--- config.mk ---
export PLATFORM = sky130hd
export DESIGN_NAME = mem_port_arbiter
export DESIGN_NICKNAME = d
export VERILOG_FILES = /design/src/rtl/mem_port_arbiter.sv
export SDC_FILE = /design/constraint.sdc
export NUM_CORES = 1
export LEC_CHECK = 0
export BUFFER_PORTS_ARGS = -buffer_cell sky130_fd_sc_hd__buf_2
export CAP_MARGIN = 0
export CORE_AREA = 2 2 117 119
export DETAILED_ROUTE_END_ITERATION = 10
export DIE_AREA = 0 0 119 121
export PLACE_DENSITY = 0.72
export SLEW_MARGIN = 20
export SYNTH_ARGS = -nofsm -noshare
export SYNTH_HDL_FRONTEND = slang
export SYNTH_SLANG_ARGS = --single-unit
--- constraint.sdc ---
create_clock -name clk -period 3.7 [get_ports clk]
set_input_delay 0.37 -clock clk [delete_from_list [all_inputs] [get_ports clk]]
set_output_delay 0.37 -clock clk [all_outputs]
set_load 0.01 [all_outputs]
--- src/rtl/mem_port_arbiter.sv ---
// Two-port arbiter: icache refill (read-only) and data port sharing one memory.
// Counts conflict stall cycles and flags transactions that never complete.
module mem_port_arbiter #(
    parameter int unsigned TIMEOUT_CYCLES = 1024,
    parameter bit          FIXED_PRIO     = 1'b0
) (
    input  logic        clk,
    input  logic        reset,
    input  logic        i_valid,
    input  logic [31:0] i_addr,
    output logic        i_ready,
    output logic [31:0] i_rdata,
    input  logic        d_valid,
    input  logic [31:0] d_addr,
    input  logic [31:0] d_wdata,
    input  logic [3:0]  d_wstrb,
    output logic        d_ready,
    output logic [31:0] d_rdata,
    output logic        mem_valid,
    output logic        mem_instr,
    output logic [31:0] mem_addr,
    output logic [31:0] mem_wdata,
    output logic [3:0]  mem_wstrb,
    input  logic        mem_ready,
    input  logic [31:0] mem_rdata,
    output logic [31:0] stall_cnt,
    output logic        timeout_err
);

    typedef enum logic [1:0] {
        IDLE   = 2'd0,
        BUSY_I = 2'd1,
        BUSY_D = 2'd2
    } state_e;

    localparam logic [31:0] TO_LIM = TIMEOUT_CYCLES;
    localparam bit          TO_EN  = (TIMEOUT_CYCLES != 0);

    state_e      state_q, state_d;
    logic        last_i_q, last_i_d;
    logic [31:0] stall_cnt_q, stall_cnt_d;
    logic [31:0] wait_cnt_q, wait_cnt_d;
    logic        timeout_err_q, timeout_err_d;
    logic        tie_to_i;
    logic        stall_evt;

    // A tie goes to I under fixed priority, else to whoever did not win last.
    assign tie_to_i = FIXED_PRIO || !last_i_q;

    // State and last-grant register; reset drops any in-flight request.
    always_ff @(posedge clk or posedge reset) begin
        if (reset) begin
            state_q  <= IDLE;
            last_i_q <= 1'b0;
        end else begin
            state_q  <= state_d;
            last_i_q <= last_i_d;
        end
    end

    // Next-state: grant from IDLE, hand over back-to-back on completion.
    always_comb begin
        state_d  = state_q;
        last_i_d = last_i_q;
        unique case (state_q)
            IDLE: begin
                if (i_valid && d_valid) begin
                    state_d = tie_to_i ? BUSY_I : BUSY_D;
                end else if (i_valid) begin
                    state_d = BUSY_I;
                end else if (d_valid) begin
                    state_d = BUSY_D;
                end
            end
            BUSY_I: begin
                if (mem_ready) begin
                    last_i_d = 1'b1;
                    state_d  = d_valid ? BUSY_D : IDLE;
                end
            end
            BUSY_D: begin
                if (mem_ready) begin
                    last_i_d = 1'b0;
                    state_d  = i_valid ? BUSY_I : IDLE;
                end
            end
            default: state_d = IDLE;
        endcase
    end

    // Outputs: forward the owner's request, return completion to the owner only.
    always_comb begin
        mem_valid = 1'b0;
        mem_instr = 1'b0;
        mem_addr  = 32'h0;
        mem_wdata = 32'h0;
        mem_wstrb = 4'h0;
        i_ready   = 1'b0;
        d_ready   = 1'b0;
        i_rdata   = mem_rdata;
        d_rdata   = mem_rdata;
        unique case (state_q)
            BUSY_I: begin
                mem_valid = 1'b1;
                mem_instr = 1'b1;
                mem_addr  = i_addr;
                i_ready   = mem_ready & i_valid;
            end
            BUSY_D: begin
                mem_valid = 1'b1;
                mem_addr  = d_addr;
                mem_wdata = d_wdata;
                mem_wstrb = d_wstrb;
                d_ready   = mem_ready & d_valid;
            end
            default: begin
            end
        endcase
    end

    // A stall is any cycle where a requester waits while the other holds memory.
    always_comb begin
        stall_evt = 1'b0;
        unique case (state_q)
            IDLE:    stall_evt = i_valid & d_valid;
            BUSY_I:  stall_evt = d_valid;
            BUSY_D:  stall_evt = i_valid;
            default: stall_evt = 1'b0;
        endcase
    end

    // Stall counter wraps; wait counter saturates and latches the timeout flag.
    always_comb begin
        stall_cnt_d = stall_evt ? stall_cnt_q + 32'd1 : stall_cnt_q;
        wait_cnt_d  = 32'h0;
        if (state_q != IDLE && !mem_ready) begin
            if (wait_cnt_q >= TO_LIM) begin
                wait_cnt_d = wait_cnt_q;
            end else begin
                wait_cnt_d = wait_cnt_q + 32'd1;
            end
        end
        timeout_err_d = timeout_err_q;
        if (TO_EN && wait_cnt_d == TO_LIM) begin
            timeout_err_d = 1'b1;
        end
    end

    // Counter and sticky-flag registers.
    always_ff @(posedge clk or posedge reset) begin
        if (reset) begin
            stall_cnt_q   <= 32'h0;
            wait_cnt_q    <= 32'h0;
            timeout_err_q <= 1'b0;
        end else begin
            stall_cnt_q   <= stall_cnt_d;
            wait_cnt_q    <= wait_cnt_d;
            timeout_err_q <= timeout_err_d;
        end
    end

    assign stall_cnt   = stall_cnt_q;
    assign timeout_err = timeout_err_q;

endmodule

==> results.md, run 1 <==
- Status: finished, final reports clean
- Flip-flop and latch count after synthesis: 68
- Predominant post-synthesis flop cell: dfrtp_1
- Unrepaired setup endpoints after global routing: false
- Detailed-route via count: 3699
- Most common library cells after synthesis: dfrtp_1, buf_4, and2_1
- DP Wirelength: 10770 µm
- Synthesized instance count: 462
- Classification of the worst setup path: reg2out
- Ports: 306
- Post-route antenna net violation count: 0
- GR Util All Layers: 0.1836
- Final setup viols: 0
- Post-CTS clock slew at the launch and capture registers of the worst setup and hold paths: 0.06 ns
- Area leader, netlist: dfrtp_1
- CTS-repair resized insts: 0
- Clock network fraction of design power: 0.270
- Pin count of the biggest net entering global routing: 73
- Largest vdd supply drop: 0.0003027 V
- WP data arrival: 2.19 ns
- Layout-stage area growth over the synthesis result: 23.93%
- Post-detailed-route DRC marker count: 0
- Fraction of synthesis flops using an asynchronous set or reset pin: 1.000
- Number of global-route vias before repair: 3571
- Sequential share of power: 0.294
- Final-report hold violation count: 0
- Achievable Freq: 391.3 MHz
- Clk buf depth: 2
- Starting DRT DRC Count: 156
- Post-CTS Setup Inserts: 0
- Placed instance count: 768
- Worst slew slack as a fraction of its limit: 0.4330
- Master cell of the clock root buffer: clkbuf_16
- Critical path capture point type: output port
- Final Instance Count excl. Fillers: 786
- Worst-margin pin slew: 0.8493 ns
- Insertion delay to the later sink of the worst-skew pair: 0.33 ns
- Biggest fanout along the worst timing path: 72
- Average wire per standard cell: 16.96 µm
- TritonCTS clock tree: yes
- Width of the die: 119 µm
- Worst-case clock skew: 0.007459 ns
- Initial core utilization: 0.3308
- Number of vias per cell after detailed routing: 4.706
- Startpoint type of the worst setup path: flop
- Share of post-route cells with drive strength above 1: 0.4079
- Max-cap viol count: 0
- Count of unique library cells instantiated by Yosys: 46
- Pwr Density: 545.5 nW/µm²
- Net switching power: 1.122 mW
- Final GP Congestion: 0.8900
- Part of the power in combinational logic: 0.436
- Net count of the finished layout: 747
- Port-buffer cells: 209
- Number of buffers inserted during clock tree synthesis: 9
- Yosys warning count: 0
- Post-synthesis average cell area: 9.370 µm²
- Fin. max-slew vios: 0
- Critical path required time: 3.33 ns
- Switching share of power: 0.3832
- Initial antenna violation count: 4
- Sequential area share after synthesis: 0.3931
- Post-synthesis cell area: 4329 µm²
- Total wirelength of the detailed-routed design: 13330 µm
- Dominant cells by area after synthesis: dfrtp_1, buf_4, and2_1
- Minimum clock period: 2.556 ns
- Floorplan Core Area: 13090 µm²
- Lkg Pwr: 2.744 nW
- Clock Sink Count: 68
- Global-route wire length before repair: 20270 µm
- Tcrit/Tclk final: 0.6907
- Internal power summed over all cells: 1.805 mW
- First-pass iteration count of the detailed router: 5
- Setup TNS: 0 ns
- Height of the chip: 121 µm
- Area fraction of the dominant cell type after synthesis: 0.3931
- Placement row count: 42
- Area enclosed by the die boundary: 14400 µm²
- Most frequent cell after synthesis: dfrtp_1
- Syn Nets: 606
- Number of enable flip-flop cells after synthesis: 0
- Total grt overflow: 0
- Hold Crit Class: in2async
- H-tree depth reported by CTS: 3
- Number of buffers added to fix hold violations after cts: 0
## state kept, by name (all words and copies together) (netlist names)
signal	cells
stall_cnt	32
state_q	2
timeout_err	1
wait_cnt_q	32
last_i_q	1
## logic make-up after synthesis
| family | synth area share |
|---|---|
| and+or+nand+nor | 0.2708 |
| buffers and inverters | 0.1413 |
| DFF | 0.3931 |
| AOI/OAI and AO/OA | 0.08671 |
| xor gates and xnor gates | 0.08295 |
| adders and majority gates | 0.02023 |
| muxes | 0.004913 |
## cell usage in the layout (no fill, tap or decap), types with 3 or more instances in the layout
cell and n:
inv_1 10, nor3_1 6, a22oi_1 33, and3_1 4, nor2_1 23, clkbuf_16 9
and2_1 59, nand3_1 17, nor2b_1 32, dfrtp_1 68, a21oi_1 4, xor2_1 12
nand4_1 10, ha_1 6, xnor2_1 29, a21o_1 3, buf_4 6, and4_1 3
buf_2 209, nand2_1 20, clkinv_2 3, nor4_2 5, or3_1 4
## power by group through the flow
| stage | Sequential [mW] | Clock (mW) | Combinational [mW] |
|---|---|---|---|
| floorplan | 0.873 | 0 | 0.850 |
| global placement | 0.865 | 0 | 1.28 |
| detailed placement | 0.869 | 0 | 1.29 |
| CTS | 0.859 | 0.803 | 1.29 |
| global route | 0.868 | 0.851 | 1.41 |
| finish | 0.860 | 0.789 | 1.28 |
## routing by layer
metal  vias to the layer above  global-route usage  part of all wire
met5                         -                   0           0.00097
met4                         2             0.03423            0.0075
met1                      1693              0.2355              0.42
li1                       1784                   -                 -
met3                        14             0.08271              0.12
met2                       206              0.2881              0.45
## through the flow
step	power, mW	worst slack, ns	hold WS, ns	utilization	cell area, µm²
after floorplan	1.723	1.401	0.4539	-	4329
after global placement	2.146	1.537	0.4661	0.3884	5082
after detailed placement	2.158	1.392	0.4650	0.3884	5082
after CTS	2.956	1.151	0.2498	0.4096	5360
after global routing	3.128	0.9637	0.2911	0.4096	5360
final	2.927	1.144	0.2065	0.4100	5365
## critical path: stages, from the launching register on
cell and delay [ns]:
dfrtp_1 0.42, inv_1 0.10, ha_2 0.18, buf_4 0.47, a22oi_1 0.32, nor2b_1 0.19
buf_2 0.15
## layout make-up
type | instances | area (µm²)
multi-input cells | 297 | 2024
clock inverters | 6 | 38.79
diodes | 2 | 5.005
well taps | 176 | 220.2
flip-flops and latches | 68 | 1702
fillers | 1301 | 7720
repair buffers | 215 | 1091
inverters | 12 | 45.04
clock buffers | 10 | 239.0
## worst paths after layout
| path | from | to | slack [ns] | cells after the start |
|---|---|---|---|---|
| worst max-delay path | state_q[0] | mem_addr[9] | 1.14 | 6 |
| worst min-delay path | reset | wait_cnt_q[4] | 0.21 | 2 |
| worst max register to register | wait_cnt_q[18] | timeout_err | 1.39 | 6 |
| worst min register to register | timeout_err | timeout_err | 0.49 | 1 |
| max in group asynchronous | reset | stall_cnt[8] | 2.62 | 3 |
| min in group clk | mem_ready | last_i_q | 0.34 | 2 |
(Power assumes the default switching activity.)
==> run 2, diff against run 1 <==
--- a/config.mk
+++ b/config.mk
@@ -7,10 +7,10 @@
 export LEC_CHECK = 0
 export BUFFER_PORTS_ARGS = -buffer_cell sky130_fd_sc_hd__buf_2
 export CAP_MARGIN = 0
-export CORE_AREA = 2 2 117 119
+export CORE_AREA = 2 2 118 120
 export DETAILED_ROUTE_END_ITERATION = 10
-export DIE_AREA = 0 0 119 121
-export PLACE_DENSITY = 0.72
+export DIE_AREA = 0 0 120 122
+export PLACE_DENSITY = 0.71
 export SLEW_MARGIN = 20
 export SYNTH_ARGS = -nofsm -noshare
 export SYNTH_HDL_FRONTEND = slang
==> constraint.sdc (replaced) <==
create_clock -name clk -period 2.5 [get_ports clk]
set_input_delay 0.25 -clock clk [delete_from_list [all_inputs] [get_ports clk]]
set_output_delay 0.25 -clock clk [all_outputs]
set_load 0.01 [all_outputs]
==> results.md, run 2 (synthesis results as in run 1) <==
- Status: finished, final reports clean
- TritonCTS clock tree: yes
- Max-cap viol count: 0
- Biggest fanout along the worst timing path: 20
- Minimum clock period: 2.339 ns
- # diodes: 0
- Unrepaired setup endpoints after global routing: false
- Average wire per standard cell: 19.30 µm
- Insertion delay to the later sink of the worst-skew pair: 0.33 ns
- Port-buffer cells: 209
- Height of the chip: 122 µm
- Pin count of the biggest net entering global routing: 73
- Largest vdd supply drop: 0.0005262 V
- Most common cell after layout, fill and taps aside: buf_2
- Layout-stage area growth over the synthesis result: 26.50%
- Initial antenna violation count: 0
- Number of buffer and inverter stages on the critical path: 3
- Critical path, cell by cell: inv_1, ha_1, buf_4, nor2b_1, buf_2
- Final-report hold violation count: 0
- Lkg Pwr: 2.797 nW
- H-tree depth reported by CTS: 3
- GR Util All Layers: 0.2041
- Number of global-route vias before repair: 3673
- Worst-case clock skew: 0.003062 ns
- Share of post-route cells with drive strength above 1: 0.4134
- Worst-margin pin slew: 0.8469 ns
- Final GP Congestion: 0.9431
- Classification of the worst setup path: reg2out
- Startpoint type of the worst setup path: flop
- Post-place setup slack: 0.3511 ns
- Delay of the slowest cell on the worst path: 0.63 ns
- WP data arrival: 2.09 ns
- First-pass iteration count of the detailed router: 5
- Post-route antenna net violation count: 0
- DP Wirelength: 12150 µm
- Total grt overflow: 0
- Post-CTS Setup Inserts: 0
- Clk buf depth: 2
- Number of buffers inserted during clock tree synthesis: 9
- Master cell of the clock root buffer: clkbuf_16
- Initial core utilization: 0.3206
- Leading cell types in the layout, fill and taps excluded: buf_2, dfrtp_1, and2_1
- Width of the die: 120 µm
- Net count of the finished layout: 751
- Fin. max-slew vios: 0
- Post-CTS clock slew at the launch and capture registers of the worst setup and hold paths: 0.05 ns
- Global-route wire length before repair: 21970 µm
- Number of vias per cell after detailed routing: 4.798
- Power consumption: 4.735 mW
- Critical path required time: 2.25 ns
- Hold Crit Class: in2async
- Placed instance count: 776
- Floorplan Core Area: 13500 µm²
- Post-detailed-route DRC marker count: 0
- Crit path max-delay family: adder cells
- Starting DRT DRC Count: 260
- Final Instance Count excl. Fillers: 792
- Worst slew slack as a fraction of its limit: 0.4354
- Total wirelength of the detailed-routed design: 15280 µm
- CTS-repair resized insts: 0
- Achievable Freq: 427.5 MHz
- Tcrit/Tclk final: 0.9356
- Final setup viols: 0
- Setup TNS: 0 ns
- Slowest cell on crit path: ha_1
- Detailed-route via count: 3800
- Ports: 306
- Setup slack after layout: 0.1610 ns
- Pwr Density: 864.5 nW/µm²
- Placement row count: 43
- Clock Sink Count: 68
- Critical path capture point type: output port
- Number of buffers added to fix hold violations after cts: 0
- Area enclosed by the die boundary: 14640 µm²
-- run 2: final timing paths --
path | startpoint | endpoint | slack (ns) | cells past startpoint
max | state_q[0] | mem_addr[14] | 0.16 | 5
min | reset | stall_cnt[15] | 0.15 | 3
max reg2reg | wait_cnt_q[25] | timeout_err | 0.35 | 5
min reg2reg | wait_cnt_q[29] | wait_cnt_q[29] | 0.48 | 1
max in group asynchronous | reset | wait_cnt_q[9] | 1.78 | 3
min in group clk | mem_ready | last_i_q | 0.23 | 2
-- run 2: cell type report --
cell class | instances | area [µm²]
repair buffers | 219 | 1134
clock inverters | 7 | 115.1
clock buffers | 9 | 225.2
inverters | 12 | 45.04
flip-flops and latches | 68 | 1702
well taps | 180 | 225.2
multi-input cells | 297 | 2031
fillers | 1321 | 8028
-- run 2: stage by stage --
step / util / hold WS, ns / instance area, µm²
finish: 0.4055 / 0.1521 / 5477
detailed placement: 0.3803 / 0.4715 / 5136
CTS: 0.4055 / 0.2003 / 5477
global route: 0.4055 / 0.2253 / 5477
floorplan: - / 0.3399 / 4329
global placement: 0.3803 / 0.4700 / 5136
-- run 2: power by group --
part	switching, mW	internal (mW)	leakage [nW]
Clock	0.467	0.969	0.161
Sequential	0.0936	1.18	0.925
Combinational	1.19	0.832	1.71
-- run 2: tightest hold or removal path, delay by kind of cell --
family / cells / cell delay (ns)
buf+inv: 3 / 0.76
-- run 2: per-layer routing --
metal,vias to the layer above,GRT usage,share of wire
li1,1779,-,-
met1,1780,0.2944,0.48
met2,223,0.2688,0.39
met3,16,0.09831,0.12
met4,2,0.04338,0.0065
met5,-,0.04167,0.0055
==> run 3, diff against run 2 <==
--- a/config.mk
+++ b/config.mk
@@ -7,10 +7,11 @@
 export LEC_CHECK = 0
 export BUFFER_PORTS_ARGS = -buffer_cell sky130_fd_sc_hd__buf_2
 export CAP_MARGIN = 0
-export CORE_AREA = 2 2 118 120
+export CORE_AREA = 2 2 119 121
+export CTS_BUF_LIST = sky130_fd_sc_hd__clkbuf_4 sky130_fd_sc_hd__clkbuf_8
 export DETAILED_ROUTE_END_ITERATION = 10
-export DIE_AREA = 0 0 120 122
-export PLACE_DENSITY = 0.71
+export DIE_AREA = 0 0 121 123
+export PLACE_DENSITY = 0.7
 export SLEW_MARGIN = 20
 export SYNTH_ARGS = -nofsm -noshare
 export SYNTH_HDL_FRONTEND = slang
==> constraint.sdc (replaced) <==
create_clock -name clk -period 2.75 [get_ports clk]
set_input_delay 0.275 -clock clk [delete_from_list [all_inputs] [get_ports clk]]
set_output_delay 0.275 -clock clk [all_outputs]
set_load 0.01 [all_outputs]
==> results.md, run 3 (synthesis results as in run 1) <==
- Status: finished, final reports clean
- Achievable Freq: 409.5 MHz
- Count of filler cells inserted in the layout: 1375
- GR Util All Layers: 0.1892
- Critical path capture point type: output port
- Insertion delay to the later sink of the worst-skew pair: 0.34 ns
- Starting DRT DRC Count: 204
- Critical path, cell by cell: inv_1, ha_1, buf_4, a22oi_1, nor2b_1, buf_2
- Master cell of the clock root buffer: clkbuf_8
- Classification of the worst setup path: reg2out
- Worst slew slack as a fraction of its limit: 0.6147
- Clk buf depth: 2
- Internal power summed over all cells: 2.376 mW
- Layout-stage area growth over the synthesis result: 23.84%
- Post-route antenna net violation count: 0
- Floorplan Core Area: 13610 µm²
- Lkg Pwr: 2.756 nW
- Switching share of power: 0.3909
- Pwr Density: 727.6 nW/µm²
- Initial core utilization: 0.3180
- Final GP Congestion: 0.9505
- Tcrit/Tclk final: 0.8881
- H-tree depth reported by CTS: 3
- Width of the die: 121 µm
- DP Wirelength: 11700 µm
- Global-route wire length before repair: 20680 µm
- Fin. max-slew vios: 0
- Number of buffers inserted during clock tree synthesis: 9
- Total wirelength of the detailed-routed design: 14430 µm
- Worst-margin pin slew: 0.5772 ns
- Hold Crit Class: in2reg
- Final-report hold violation count: 0
- Number of buffer and inverter stages on the critical path: 3
- Share of post-route cells with drive strength above 1: 0.4137
- Minimum clock period: 2.442 ns
- TritonCTS clock tree: yes
- Biggest fanout along the worst timing path: 37
- Sequential share of power: 0.296
- Net count of the finished layout: 753
- Post-CTS clock slew at the launch and capture registers of the worst setup and hold paths: 0.07 ns
- Ports: 306
- Total grt overflow: 0
- Slowest cell on crit path: dfrtp_1
- Part of the power in combinational logic: 0.471
- Setup slack after layout: 0.3078 ns
- Clock network fraction of design power: 0.233
- Number of vias per cell after detailed routing: 4.732
- Max-cap viol count: 0
- Height of the chip: 123 µm
- # diodes: 0
- Net switching power: 1.525 mW
- Port-buffer cells: 209
- CTS-repair resized insts: 0
- Average wire per standard cell: 18.17 µm
- First-pass iteration count of the detailed router: 4
- Setup TNS: 0 ns
- Most common cell after layout, fill and taps aside: buf_2
- Worst setup path start: state_q[1]
- Detailed-route via count: 3757
- Crit path max-delay family: buffers and inverters
- Clock Sink Count: 68
- Final setup viols: 0
- Largest vdd supply drop: 0.0005387 V
- Initial antenna violation count: 0
- Unrepaired setup endpoints after global routing: false
- Area enclosed by the die boundary: 14880 µm²
- Critical path required time: 2.48 ns
- Post-place setup slack: 0.4940 ns
- WP data arrival: 2.17 ns
- Hold_sp: i_valid
- Leading cell types in the layout, fill and taps excluded: buf_2, dfrtp_1, and2_1
- Pin count of the biggest net entering global routing: 38
- Post-detailed-route DRC marker count: 0
- Launching point of the worst reg2reg path: wait_cnt_q[16]
- Placement row count: 43
- Number of global-route vias before repair: 3477
- Worst-case clock skew: 0.004313 ns
- Startpoint type of the worst setup path: flop
- Delay of the slowest cell on the worst path: 0.41 ns
-- run 3: cell types whose count changed in the layout (fill, tap and decap cells not counted) --
cell           change
clkbuf_8          +10
clkbuf_16          -9
buf_4              +2
clkinvlp_4         -2
buf_12             -1
bufinv_16          -1
clkbuf_4           +1
clkinv_2           +1
dlygate4sd3_1      +1
-- run 3: through the flow --
stage | hold WS, ns | instances | area [µm²] | power (mW) | utilization
5_1_grt | 0.2784 | 794 | 5361 | 4.157 | 0.3939
6_report | 0.2721 | 794 | 5361 | 3.901 | 0.3939
3_3_place_gp | 0.3804 | 777 | 5131 | 3.020 | 0.3770
2_1_floorplan | 0.3649 | 462 | 4329 | 2.318 | -
4_1_cts | 0.2482 | 794 | 5361 | 3.963 | 0.3939
3_5_place_dp | 0.3877 | 777 | 5131 | 3.025 | 0.3770
-- run 3: worst register-to-register path, delay by kind of cell (launching register included) --
kind             cells  cell delay [ns]
AND/OR/NAND/NOR      3             1.01
AO/OA/AOI/OAI        3             0.80
flip-flops           1             0.38
-- run 3: cell type report --
cell class                      count  area (µm²)  area share
Multi-Input combinational cell    297        2031      0.3788
Sequential cell                    68        1702      0.3174
Clock inverter                      5       75.07     0.01400
Inverter                           12       45.04    0.008401
Clock buffer                       11       145.1     0.02707
Tap cell                          180       225.2     0.04201
Timing Repair Buffer              221        1139      0.2124
-- run 3: routing by layer --
metal  vias to the layer above  routed length (µm)  global-route usage
li1                       1782                   -                   -
met2                       179                6192              0.2735
met1                      1788                6679              0.2665
met5                         -                   0                   0
met3                         8                1471             0.06965
met4                         0                  82             0.04942
-- run 3: what timing repair did --
action,in CTS,in global routing
setup buffers,0,0
hold endpoints to repair,25,0
hold buffers,1,0
-- run 3: path summary, 6_finish.rpt --
| path | to | slack, ns | depth (start not counted) |
|---|---|---|---|
| setup / recovery | mem_addr[30] | 0.31 | 6 |
| hold reg to reg | timeout_err | 0.49 | 1 |
| hold / removal | state_q[0] | 0.27 | 3 |
| min in group asynchronous | wait_cnt_q[9] | 0.53 | 3 |
| setup reg to reg | timeout_err | 0.51 | 6 |
| max in group asynchronous | stall_cnt[30] | 1.49 | 4 |
-- run 3: power groups by stage --
stage	Sequential (mW)	Clock, mW	Combinational, mW
floorplan	1.17	0	1.14
global placement	1.17	0	1.85
detailed placement	1.17	0	1.85
CTS	1.16	0.942	1.87
global route	1.17	0.983	2.01
finish	1.16	0.909	1.84
